==> config.mk <==
export PLATFORM = sky130hd
export DESIGN_NAME = discrete_sample_mixer_flat
export DESIGN_NICKNAME = d
export VERILOG_FILES = /design/src/rtl/discrete_sample_mixer_if.sv /design/src/rtl/discrete_sample_mixer.sv /design/src/flat_wrapper.sv
export SDC_FILE = /design/constraint.sdc
export NUM_CORES = 1
export LEC_CHECK = 0
export ABC_AREA = 1
export ABC_CLOCK_PERIOD_IN_PS = 7300
export CORE_ASPECT_RATIO = 0.9
export CORE_UTILIZATION = 58
export CTS_CLUSTER_DIAMETER = 80
export DETAILED_ROUTE_END_ITERATION = 6
export PLACE_DENSITY_LB_ADDON = 0.08
export SLEW_MARGIN = 0
export SYNTH_ARGS = -nofsm -noshare
export SYNTH_HDL_FRONTEND = slang
export SYNTH_SLANG_ARGS = --single-unit
==> constraint.sdc <==
create_clock -name clk -period 7.3 [get_ports clk]
set_input_delay 1.46 -clock clk [delete_from_list [all_inputs] [get_ports clk]]
set_output_delay 1.46 -clock clk [all_outputs]
set_load 0.01 [all_outputs]
==> src/rtl/discrete_sample_mixer_if.sv <==
// Sample-bus bundle between the sound circuits (master) and the discrete sample mixer (slave).
// Handshake: audio_clk_en is a one-clk strobe with no ready; out_valid is a one-clk pulse with no ready.
interface discrete_sample_mixer_if #(
  parameter int NUM_CHANNELS = 4,
  parameter int SIGNAL_WIDTH = 16,
  parameter int GAIN_WIDTH   = 8
) ();
  logic                                      audio_clk_en;
  logic [NUM_CHANNELS-1:0][SIGNAL_WIDTH-1:0] in_samples;
  logic [NUM_CHANNELS-1:0][GAIN_WIDTH-1:0]   gains;
  logic [NUM_CHANNELS-1:0]                   mute;
  logic signed [SIGNAL_WIDTH-1:0]            out;
  logic                                      out_valid;
  logic                                      busy;
  logic [7:0]                                clip_count;
  logic [7:0]                                overrun_count;

  modport master (
    output audio_clk_en, in_samples, gains, mute,
    input  out, out_valid, busy, clip_count, overrun_count
  );

  modport slave (
    input  audio_clk_en, in_samples, gains, mute,
    output out, out_valid, busy, clip_count, overrun_count
  );
endinterface

==> src/rtl/discrete_sample_mixer.sv <==
// Snapshots all channel samples on audio_clk_en, mixes them through one shared
// signed x unsigned MAC (one channel per clock), then saturates and emits one sample.
module discrete_sample_mixer #(
  parameter int NUM_CHANNELS = 4,
  parameter int SIGNAL_WIDTH = 16,
  parameter int GAIN_WIDTH   = 8,
  parameter int GAIN_SHIFT   = 7
) (
  input  logic                         clk,
  input  logic                         I_RST,
  discrete_sample_mixer_if.slave       bus,
  output logic [1:0]                   state_dbg
);

  localparam int IDX_W  = (NUM_CHANNELS > 1) ? $clog2(NUM_CHANNELS) : 1;
  localparam int PROD_W = SIGNAL_WIDTH + GAIN_WIDTH + 1;
  localparam int ACC_W  = SIGNAL_WIDTH + GAIN_WIDTH + $clog2(NUM_CHANNELS) + 1;
  localparam logic [IDX_W-1:0] LAST_IDX = IDX_W'(NUM_CHANNELS - 1);
  localparam logic signed [ACC_W-1:0] SAT_MAX = ACC_W'((2 ** (SIGNAL_WIDTH - 1)) - 1);
  localparam logic signed [ACC_W-1:0] SAT_MIN = ACC_W'(-(2 ** (SIGNAL_WIDTH - 1)));

  typedef enum logic [1:0] {
    IDLE   = 2'd0,
    ACCUM  = 2'd1,
    OUTPUT = 2'd2
  } state_t;

  state_t                                    state_q, state_d;
  logic [IDX_W-1:0]                          idx_q, idx_d;
  logic signed [ACC_W-1:0]                   acc_q, acc_d;
  logic [NUM_CHANNELS-1:0][SIGNAL_WIDTH-1:0] snap_sample_q, snap_sample_d;
  logic [NUM_CHANNELS-1:0][GAIN_WIDTH-1:0]   snap_gain_q, snap_gain_d;
  logic [NUM_CHANNELS-1:0]                   snap_mute_q, snap_mute_d;
  logic signed [SIGNAL_WIDTH-1:0]            out_q, out_d;
  logic                                      out_valid_q, out_valid_d;
  logic                                      busy_q, busy_d;
  logic [7:0]                                clip_q, clip_d;
  logic [7:0]                                overrun_q, overrun_d;

  logic signed [SIGNAL_WIDTH-1:0] cur_sample;
  logic [GAIN_WIDTH-1:0]          cur_gain;
  logic                           cur_mute;
  logic signed [PROD_W-1:0]       prod;
  logic signed [ACC_W-1:0]        term;
  logic signed [ACC_W-1:0]        scaled;
  logic                           sat_hi, sat_lo;

  // Gain is zero-extended so 255 stays positive; accumulator is sized so it cannot wrap.
  always_comb begin
    cur_sample = snap_sample_q[idx_q];
    cur_gain   = snap_gain_q[idx_q];
    cur_mute   = snap_mute_q[idx_q];
    prod       = cur_sample * $signed({1'b0, cur_gain});
    term       = cur_mute ? '0 : {{(ACC_W - PROD_W){prod[PROD_W-1]}}, prod};
    scaled     = acc_q >>> GAIN_SHIFT;
    sat_hi     = (scaled > SAT_MAX);
    sat_lo     = (scaled < SAT_MIN);
  end

  always_comb begin
    state_d       = state_q;
    idx_d         = idx_q;
    acc_d         = acc_q;
    snap_sample_d = snap_sample_q;
    snap_gain_d   = snap_gain_q;
    snap_mute_d   = snap_mute_q;
    out_d         = out_q;
    out_valid_d   = 1'b0;
    busy_d        = busy_q;
    clip_d        = clip_q;
    overrun_d     = overrun_q;

    // Any strobe outside IDLE (including the OUTPUT cycle) is dropped and counted.
    if (state_q != IDLE && bus.audio_clk_en && overrun_q != 8'hFF) begin
      overrun_d = overrun_q + 8'd1;
    end

    case (state_q)
      IDLE: begin
        if (bus.audio_clk_en) begin
          snap_sample_d = bus.in_samples;
          snap_gain_d   = bus.gains;
          snap_mute_d   = bus.mute;
          acc_d         = '0;
          idx_d         = '0;
          busy_d        = 1'b1;
          state_d       = ACCUM;
        end
      end
      ACCUM: begin
        acc_d = acc_q + term;
        idx_d = idx_q + 1'b1;
        if (idx_q == LAST_IDX) begin
          state_d = OUTPUT;
        end
      end
      OUTPUT: begin
        if (sat_hi) begin
          out_d = SAT_MAX[SIGNAL_WIDTH-1:0];
        end else if (sat_lo) begin
          out_d = SAT_MIN[SIGNAL_WIDTH-1:0];
        end else begin
          out_d = scaled[SIGNAL_WIDTH-1:0];
        end
        if ((sat_hi || sat_lo) && clip_q != 8'hFF) begin
          clip_d = clip_q + 8'd1;
        end
        out_valid_d = 1'b1;
        busy_d      = 1'b0;
        state_d     = IDLE;
      end
      default: begin
        state_d = IDLE;
        busy_d  = 1'b0;
      end
    endcase
  end

  always_ff @(posedge clk) begin
    if (I_RST) begin
      state_q       <= IDLE;
      idx_q         <= '0;
      acc_q         <= '0;
      snap_sample_q <= '0;
      snap_gain_q   <= '0;
      snap_mute_q   <= '0;
      out_q         <= '0;
      out_valid_q   <= 1'b0;
      busy_q        <= 1'b0;
      clip_q        <= '0;
      overrun_q     <= '0;
    end else begin
      state_q       <= state_d;
      idx_q         <= idx_d;
      acc_q         <= acc_d;
      snap_sample_q <= snap_sample_d;
      snap_gain_q   <= snap_gain_d;
      snap_mute_q   <= snap_mute_d;
      out_q         <= out_d;
      out_valid_q   <= out_valid_d;
      busy_q        <= busy_d;
      clip_q        <= clip_d;
      overrun_q     <= overrun_d;
    end
  end

  assign bus.out           = out_q;
  assign bus.out_valid     = out_valid_q;
  assign bus.busy          = busy_q;
  assign bus.clip_count    = clip_q;
  assign bus.overrun_count = overrun_q;
  assign state_dbg         = state_q;

endmodule

==> src/flat_wrapper.sv <==
// flat-port wrapper written by rule: the top's interface ports become plain ports
module discrete_sample_mixer_flat 
#(
  parameter int NUM_CHANNELS = 4,
  parameter int SIGNAL_WIDTH = 16,
  parameter int GAIN_WIDTH   = 8,
  parameter int GAIN_SHIFT   = 7
)
  (clk, I_RST, state_dbg, bus_audio_clk_en, bus_in_samples, bus_gains, bus_mute, bus_out, bus_out_valid, bus_busy, bus_clip_count, bus_overrun_count);
  discrete_sample_mixer_if #(.NUM_CHANNELS(NUM_CHANNELS), .SIGNAL_WIDTH(SIGNAL_WIDTH), .GAIN_WIDTH(GAIN_WIDTH)) bus_i ();
  input  logic clk;
  input  logic I_RST;
  output logic [1:0] state_dbg;
  input wire logic [$bits(bus_i.audio_clk_en)-1:0] bus_audio_clk_en;
  input wire logic [$bits(bus_i.in_samples)-1:0] bus_in_samples;
  input wire logic [$bits(bus_i.gains)-1:0] bus_gains;
  input wire logic [$bits(bus_i.mute)-1:0] bus_mute;
  output wire logic [$bits(bus_i.out)-1:0] bus_out;
  output wire logic [$bits(bus_i.out_valid)-1:0] bus_out_valid;
  output wire logic [$bits(bus_i.busy)-1:0] bus_busy;
  output wire logic [$bits(bus_i.clip_count)-1:0] bus_clip_count;
  output wire logic [$bits(bus_i.overrun_count)-1:0] bus_overrun_count;
  assign bus_i.audio_clk_en = bus_audio_clk_en;
  assign bus_i.in_samples = bus_in_samples;
  assign bus_i.gains = bus_gains;
  assign bus_i.mute = bus_mute;
  assign bus_out = bus_i.out;
  assign bus_out_valid = bus_i.out_valid;
  assign bus_busy = bus_i.busy;
  assign bus_clip_count = bus_i.clip_count;
  assign bus_overrun_count = bus_i.overrun_count;
  discrete_sample_mixer #(.NUM_CHANNELS(NUM_CHANNELS), .SIGNAL_WIDTH(SIGNAL_WIDTH), .GAIN_WIDTH(GAIN_WIDTH), .GAIN_SHIFT(GAIN_SHIFT)) u_core (.clk(clk), .I_RST(I_RST), .bus(bus_i), .state_dbg(state_dbg));
endmodule
After elaboration in Yosys (flattened, before gate mapping)
Cells that the tools add are included.
Word-level totals
  bits in registers: 165
  bits of input ports: 103
  output and inout bits: 36
  word-level logic and storage cells: 64
Cells by class
  add/sub/neg operators: 4
  $mul: 1
  $lt $le $gt $ge: 3
  equal/unequal tests: 7
  mux-type cells: 19
  bitwise operators: 1
  reduce and logical (&&, ||, !) cells: 12
Operators by type and width (count)
  27-bit 2-to-1 mux: 2
  27-bit case mux with 2 select lines: 1
  16-bit 2-to-1 mux: 3
  16-bit binary-select mux with 2-bit select: 1
  27-bit adder: 1
  16-bit by 9-bit multiplier with 25-bit output: 1
  20-bit by 16-bit greater-than comparator with 1-bit output, second input constant: 1
  20-bit by 16-bit < comparator with 1-bit output, second input constant: 1
  8-bit by 1-bit adder with 8-bit output, second input constant: 2
  8-bit binary-select mux with 2-bit select: 1
  8-bit != test, second input constant: 2
  2-bit AND reduction: 5
  8-bit 2-to-1 mux: 1
  2-bit case mux with 2 select lines: 2
  2-bit 2-to-1 mux: 3
  2-bit equality test, second input constant: 2
  2-bit nonzero test: 2
  1-bit logical AND: 3
  2-bit by 3-bit < comparator with 1-bit output, second input constant: 1
  1-bit 2-to-1 mux: 3
  2-bit by 1-bit adder with 2-bit output, second input constant: 1
  1-bit binary-select mux with 2-bit select: 1
  2-bit by 1-bit equality test with 1-bit output, second input constant: 1
  2-bit zero test: 1
  other kinds (5): 5

Logic depth before layout (Yosys ltp)
Gate-level depths: netlist (run 1).
  depth after elaboration: 6
  mapped depth: 42
  gate-level depth less buffers: 39

Worst setup path after synthesis (run 1)
OpenSTA, ideal clock, no wires.
  path kind: register to register
  from: reg u_core.idx_q[0]
  to: reg u_core.acc_q[21]
  library setup time: 0.071 ns
  arrival: 6.361 ns
  data required time: 7.229 ns
  setup slack: 0.868 ns
  stages on the path, launching flop included: 35
  path buffers: 3
  period minus slack after synthesis: 6.432 ns
  cells stage by stage: dfxtp_1 buf_2 clkbuf_1 a21oi_1 a32oi_1 buf_2 nand2_1 fa_1 inv_1 fa_1 inv_1 fa_1 fa_1 inv_1 ha_1 a21oi_1 nand2_1 a211o_1 o21ai_0 o21ai_0 nand2_1 nand3_1 o21ai_0 a21oi_1 ha_1 a21o_1 a21oi_1 o21ai_0 a21oi_1 o21ai_1 nand2_1 nand2_1 a21oi_1 o21ai_0 a21oi_1
Between the ends
  cells in the longest elaborated chain, start to end: 6
  elaborated cells between the ends (all ways): 10
  classes of those cells: add/sub: 1; mul: 1; mux: 8
Ends and longest elaborated chain
  start, declared: RTL line discrete_sample_mixer.sv:29  | logic [IDX_W-1:0] idx_q, idx_d;
  start signal, assigned: RTL line discrete_sample_mixer.sv:134  | idx_q <= idx_d;
  16-bit binary-select mux with 2-bit select or 8-bit binary-select mux with 2-bit select (tied branches): RTL line discrete_sample_mixer.sv:50, discrete_sample_mixer.sv:51
  16-bit 2-to-1 mux (implied by the code) or 8-bit 2-to-1 mux (tied branches): RTL line discrete_sample_mixer.sv:50, discrete_sample_mixer.sv:51
  16-bit by 9-bit multiplier with 25-bit output: RTL line discrete_sample_mixer.sv:53  | prod = cur_sample * $signed({1'b0, cur_gain});
  27-bit 2-to-1 mux (*): RTL line discrete_sample_mixer.sv:54  | term = cur_mute ? '0 : {{(ACC_W - PROD_W){prod[PROD_W-1]}}, prod};
  27-bit adder (*): RTL line discrete_sample_mixer.sv:91  | acc_d = acc_q + term;
  27-bit case mux with 2 select lines (*): RTL line discrete_sample_mixer.sv:78  | case (state_q)
  end signal, assigned: RTL line discrete_sample_mixer.sv:123  | acc_q <= '0;
  end signal, assigned: RTL line discrete_sample_mixer.sv:135  | acc_q <= acc_d;
  end, declared: RTL line discrete_sample_mixer.sv:30  | logic signed [ACC_W-1:0] acc_q, acc_d;
Every way passes the cells marked *; elsewhere a longest branch is shown, timed or not. The select of a mux whose other input is x is not followed.
A chain may end at the register's enable or synchronous reset.

Worst setup path after layout (run 1)
  from: reg u_core.idx_q[0]
  to: reg u_core.acc_q[25]
The elaborated chain is that of the path after synthesis.

==> run summary, run 1 <==
most area-consuming cells after synthesis - dfxtp_1, fa_1, nor2_1, nand2_1, ha_1
Hold WS - 467.1 ps
Worst-Margin Slew - 1021 ps
final setup fails - 0
WS Path Type - flip-flop to flip-flop
Crit path arrival time - 7180 ps
Via Count - 11787
status - finished clean
Total Power - 3660 uW
Pleak - 0.006993 uW
Worst Path Max Fanout - 20
Reg clk slew, reported paths - 70 ps
Die Height - 142.3 um
Max clock buf depth - 2
top-area cell type share of the netlist area - 0.2603
First-pass DRT Iterations - 7
Avg WL per Cell - 15.15 um
CTS tree - done
Num CTS Buffers - 17
number of synthesized register bits - 165
DR DRC count - 0
endpoints failing hold - 0
vias in the first global route - 11476
top_reg_cell synth - dfxtp_1
Sink Count - 165
syn_nets - 2058
most frequent cells in the layout - nor2_1, nand2_1, inv_1
critical path endpoint category - flip-flop
Worst Hold Class - flip-flop to flip-flop
GRT Total Usage - 0.3082
Cell variety after synth - 53
slowest stage delay, CP - 550 ps
fin. max-slew vios - 0
layout cells sized above 1 - 0.07326
commonest non-fill, non-tap cell in the layout - nor2_1
relative slew slack - 0.3190
most used cell, CP - nand2_1
post-route ant nets - 0
Max-Cap Viols - 0
r2r setup slk - 380 ps
die extent in x - 157.9 um
Layout Nets - 2182
peak supply drop - 0.0001790 V
Place WS - 30.64 ps
fillers - 1765
initial antenna violation count - 0
fin crit share - 0.9477
clk_lat worst skew - 440 ps
diode count - 0
area of the multi-input gates - 8208 um2
clk_skew - 23.66 ps
routed wl met2 - 15.77 mm
Register Area - 3306 um2
WL met1 - 14.75 mm
Syn Inst Count - 1774
initial drt markers - 887
Cell Area, Synth - 12690 um2
Via-to-Cell Ratio - 5.365
Seq/Total Area, Yosys - 0.2603
Initial Util - 0.6001
asr flop ratio synth - 0
H-tree Lvls - 4
Yosys top cell by area - dfxtp_1
Core Area - 21150 um2
CP required - 7560 ps
fmax - 144.6 MHz
Syn. warnings - 0
Area growth syn-to-layout - 20.22%
syn_area_per_cell - 7.152 um2
drt total wl - 33.28 mm
Placer Congestion - 0.9703
Final min period - 6918 ps
dpl hpwl - 25.70 mm
cell row count - 50
Top Ports - 139
die footprint - 22470 um2
largest net degree at the start of global routing - 102
Root Driver - clkbuf_16
DP Area - 14430 um2
met3 WL - 1.974 mm
EDFF count, synth - 0
slowest CP cell - fa_1
startpoint types - flip-flop
I/O Buffers - 138
worst path setup slack after routing - 382.1 ps
Max Used Layer - met4
hold-fix buffers at CTS - 0
final instance area - 15250 um2
first-pass GRT wire length - 54.42 mm
GRT Residual Overflow - 0
Pwr Density - 239.9 nW/um2
==> registers in the layout, indices dropped and copies added (netlist names) <==
signal	count
u_core.bus.out	16
u_core.snap_sample_q	64
u_core.state_dbg	2
u_core.snap_mute_q	4
u_core.bus.out_valid	1
u_core.acc_q	27
u_core.bus.clip_count	8
u_core.snap_gain_q	32
u_core.bus.busy	1
u_core.bus.overrun_count	8
u_core.idx_q	2
==> kinds of logic (layout without fill, tap and decap cells) <==
logic type      Yosys count  after routing  synth area share
compound gates          385            385            0.1703
xor+xnor                 10             10          0.007495
fa+ha+maj               181            181            0.2394
flops                   165            165            0.2603
buf+inv                 337            474            0.1018
simple gates            696            696            0.2207
==> path summary, 6_finish.rpt <==
path | end | cells after the start | from
max | u_core.acc_q[25] | 37 | u_core.idx_q[0]
min | u_core.bus.out[2] | 2 | u_core.bus.out[2]
max reg2reg | u_core.acc_q[25] | 37 | u_core.idx_q[0]
min reg2reg | u_core.bus.out[2] | 2 | u_core.bus.out[2]
==> per-stage QoR <==
step / setup TNS, ps / util / std cells
floorplan: 0 / - / 1774
global placement: 0 / 0.6823 / 2162
detailed placement: 0 / 0.6823 / 2162
CTS: 0 / 0.7120 / 2194
global route: -59.52 / 0.7214 / 2197
finish: 0 / 0.7214 / 2197
==> area by class of cell <==
type | instances | area share
clock buffer | 17 | 0.02789
clock inverter | 15 | 0.01321
inverter | 264 | 0.06579
multi-input combinational | 1272 | 0.5381
sequential | 165 | 0.2167
tap | 286 | 0.02346
timing repair buffer | 178 | 0.1148
==> worst max-delay path: cells and delay by family, from the launching register on <==
| kind | cells | cell delay (ps) |
|---|---|---|
| flip-flops | 1 | 400 |
| AND/OR/NAND/NOR | 16 | 1710 |
| adder cells (fa/ha/maj) | 6 | 2750 |
| buffers and inverters | 7 | 720 |
| AO/OA/AOI/OAI | 8 | 1140 |
==> repair_timing <==
action	4_1_cts	5_1_grt
resized for setup	0	38
endpoints found under the setup margin	0	12
buffers inserted	0	1
==> synthesized netlist by cell type (2+ instances only) <==
cell,n
dfxtp_1,165
ha_1,78
nand2_1,293
or2_1,2
inv_1,257
nor3_1,10
a21oi_1,143
nand2_2,6
a22oi_1,3
a21o_1,6
o21ai_1,5
a32oi_1,18
nand3_4,2
nand3_2,4
nor2_1,328
o21ai_0,175
buf_2,12
o21a_1,4
a21oi_2,6
nand4_1,7
buf_1,2
o21bai_1,2
fa_1,103
nand3b_1,3
nand3_1,32
a211oi_1,2
o22ai_1,3
clkbuf_1,57
a32oi_2,4
inv_2,6
o21ai_2,3
xor2_1,8
a31oi_1,3
or2_2,3
==> where the power goes <==
group,internal (uW),switching (uW),total (uW)
Sequential,975,58.3,1030
Combinational,626,1070,1690
Clock,470,464,934
Total,2070,1590,3660
==> per-layer routing <==
layer | up-vias | global-route usage
li1 | 5889 | -
met1 | 5492 | 0.4022
met2 | 348 | 0.5184
met3 | 58 | 0.05786
met4 | 0 | 0.08891
met5 | - | 0
Note: power is estimated with default switching activity, not from simulation.
==> run 2, diff against run 1 <==
--- a/config.mk
+++ b/config.mk
@@ -5,12 +5,13 @@
 export SDC_FILE = /design/constraint.sdc
 export NUM_CORES = 1
 export LEC_CHECK = 0
-export ABC_AREA = 1
+export ABC_AREA = 0
 export ABC_CLOCK_PERIOD_IN_PS = 7300
 export CORE_ASPECT_RATIO = 0.9
 export CORE_UTILIZATION = 58
 export CTS_CLUSTER_DIAMETER = 80
 export DETAILED_ROUTE_END_ITERATION = 6
+export GPL_ROUTABILITY_DRIVEN = 0
 export PLACE_DENSITY_LB_ADDON = 0.08
 export SLEW_MARGIN = 0
 export SYNTH_ARGS = -nofsm -noshare
==> run 2 against run 1 <==
Effect of this change:
- critical path type unchanged
- via count fell by 5.9%
- sequential power fell by 5%
- fmax fell by 6.1%
- critical path depth fell by 8
- the flow now finishes with violations (setup timing)
- area after synthesis fell by 1.1%
==> run summary, run 2 <==
Regs by FF count - u_core.snap_sample_q: 64 flops, u_core.snap_gain_q: 32 flops, u_core.acc_q: 27 flops
first-pass GRT wire length - 52.94 mm (-2.7%)
status - finished with violations
Num CTS Buffers - 17 (unchanged)
Hold EP - u_core.snap_gain_q[7]
hold wc startpoint - u_core.snap_gain_q[7]
DR DRC count - 0 (unchanged)
Cell variety after synth - 71 (+34%)
post-route ant nets - 0 (unchanged)
First-pass DRT Iterations - 5 (-2)
Max clock buf depth - 2 (unchanged)
layout cells sized above 1 - 0.1394 (+0.06609)
critical path endpoint category - flip-flop
drt total wl - 34.22 mm (+2.8%)
initial antenna violation count - 1 (+1)
top-area cell type share of the netlist area - 0.2633 (+0.002986)
die footprint - 22220 um2 (-1.1%)
Reg clk slew, reported paths - 80 ps (about the same)
top_reg_cell synth - dfxtp_1
r2r endpoint - u_core.acc_q[25]
GRT Total Usage - 0.3064 (-0.001752)
clk_lat worst skew - 440 ps (about the same)
violated checks - setup timing
most area-consuming cells after synthesis - dfxtp_1, fa_1, nand2_1, ha_1, a21oi_1
slowest CP cell - mux4_2
Via Count - 11095 (-5.9%)
largest net degree at the start of global routing - 103 (+0.98%)
peak supply drop - 0.0001361 V (-24%)
Worst Hold Class - flip-flop to flip-flop
Worst-Margin Slew - 1018 ps (-3.427 ps)
EDFF count, synth - 0 (unchanged)
diode count - 0 (unchanged)
initial drt markers - 1033 (+16%)
Sink Count - 165 (unchanged)
Max-Cap Viols - 0 (unchanged)
fmax - 135.7 MHz (-6.1%)
clk_skew - 14.32 ps (-9.332 ps)
Layout Nets - 1943 (-11%)
syn_nets - 1779 (-14%)
I/O Buffers - 138 (unchanged)
Worst Path Max Fanout - 7 (-65%)
startpoint types - flip-flop
endpoints failing hold - 0 (unchanged)
slowest stage delay, CP - 600 ps (+50 ps)
final setup fails - 3 (+3)
CP required - 7620 ps (+60 ps)
R2R cell count - 29 (-22%)
Crit path arrival time - 7680 ps (+500 ps)
cell row count - 50 (unchanged)
WS Path Type - flip-flop to flip-flop
Die Height - 141.5 um (-0.56%)
Area growth syn-to-layout - 25.52%
final instance area - 15750 um2 (+3.2%)
CTS tree - done
worst path setup slack after routing - -66.64 ps (-448.7 ps)
Final min period - 7367 ps (+448.7 ps)
die extent in x - 157.0 um (-0.56%)
Seq/Total Area, Yosys - 0.2633 (+0.002986)
GRT Residual Overflow - 0 (unchanged)
most frequent cell after synthesis - nand2_1
asr flop ratio synth - 0 (unchanged)
H-tree Lvls - 4 (unchanged)
max reg flops - 64 (unchanged)
fillers - 1574 (-11%)
r2r setup slk - -70 ps (-450 ps)
Syn. warnings - 0 (unchanged)
Top Ports - 139 (unchanged)
most frequent cells in the layout - nand2_1, dfxtp_1, a21oi_1
Pwr Density - 165.6 nW/um2 (-31%)
Root Driver - clkbuf_16
syn_area_per_cell - 8.391 um2 (+17%)
Initial Util - 0.5968 (-0.003273)
Cell Area, Synth - 12540 um2 (-1.1%)
fin crit share - 1.009 (+0.06147)
Core Area - 21020 um2 (-0.59%)
Layout Utilization - 0.7491 (+0.02775)
Yosys top cell by area - dfxtp_1
Via-to-Cell Ratio - 5.666 (+5.6%)
dpl hpwl - 22.52 mm (-12%)
Top reg by flops - u_core.snap_sample_q
Syn Inst Count - 1495 (-16%)
RSZ-0062 raised after global routing - yes
most frequent cells after synthesis - nand2_1, a21oi_1, inv_1
Pleak - 0.006907 uW (-1.2%)
relative slew slack - 0.3213 (+0.002285)
Avg WL per Cell - 17.48 um (+15%)
vias in the first global route - 10582 (-7.8%)
DP Area - 14290 um2 (-0.93%)
hold depth - 2 (unchanged)
fin. max-slew vios - 0 (unchanged)
most used cell, CP - fa_1
reg-to-reg startpoint - u_core.idx_q[0]
commonest non-fill, non-tap cell in the layout - nand2_1
number of synthesized register bits - 165 (unchanged)
## run 2: cell count changes after synthesis, moves of 25 or more
cell and delta:
a21oi_1 +30, and2_1 +63, inv_1 -89, mux4_2 +25, nand2_1 +30, nor2_1 -263, o21ai_0 -158, xnor2_1 +29
## run 2: cells by family (layout without fill, tap and decap cells)
kind of cell	after synthesis	count (layout)	synth area share
xor+xnor	52	52	0.03631
compound gates	293	293	0.1469
simple gates	536	536	0.1884
fa+ha+maj	182	182	0.2431
flops	165	165	0.2633
buf+inv	239	413	0.07471
mux	28	31	0.04728
## run 2: metrics by stage
stage	setup TNS [ps]	hold slack [ps]	setup WS [ps]	power, uW	cells
global route	-1090	467.1	-267.7	2712	1958
global placement	0	439.7	64.50	1540	1886
finish	-136.4	456.8	-66.64	2608	1958
detailed placement	-133.4	445.8	-59.64	1553	1886
floorplan	0	433.1	27.68	1368	1495
CTS	-8.945	456.4	-8.945	2543	1935
## run 2: how the worst max path moves through the flow
stage,from,cells after the start,slack [ps],to
after floorplan,u_core.idx_q[1],34,30,u_core.acc_q[25]
after global placement,u_core.idx_q[0],31,60,u_core.acc_q[25]
after detailed placement,u_core.idx_q[0],31,-60,u_core.acc_q[25]
after CTS,u_core.idx_q[0],30,-9,u_core.acc_q[25]
after global routing,u_core.idx_q[0],32,-270,u_core.acc_q[25]
final,u_core.idx_q[0],29,-70,u_core.acc_q[25]
## run 2: critical path, delay by kind of cell, from the launching register on
kind	cells	cell delay (ps)
AOI/OAI and AO/OA	9	1560
xor gates and xnor gates	2	280
adders and majority gates	7	3040
buffers and inverters	6	640
DFF	1	410
muxes	1	600
and+or+nand+nor	4	700
## run 2: power by group
part	total [uW]	switching, uW	internal [uW]
Combinational	658	367	291
Sequential	981	38.4	943
Clock	969	492	477
Total	2610	898	1710
## run 2: timing repair
item                       CTS  global route
gates cloned                 5             0
gates resized for setup     20            77
setup endpoints to repair    3            10
pin swaps                    9            43
hold buffers                 0             0
buffers inserted            12            24
## run 2: per-layer routing
metal / track usage / part of all wire / vias up
li1: - / - / 5240
met1: 0.4234 / 0.43 / 5365
met2: 0.4753 / 0.46 / 402
met3: 0.06475 / 0.074 / 88
met4: 0.1099 / 0.031 / 0
met5: 0 / 0 / -
## run 2: final cells by class
cell class | count | area (um2) | area share
multi-input cells | 1094 | 8751 | 0.5557
flip-flops and latches | 165 | 3307 | 0.2100
repair buffers | 213 | 2063 | 0.1310
inverters | 168 | 630.6 | 0.04005
clock buffers | 17 | 425.4 | 0.02702
well taps | 286 | 357.8 | 0.02273
clock inverters | 15 | 211.5 | 0.01343
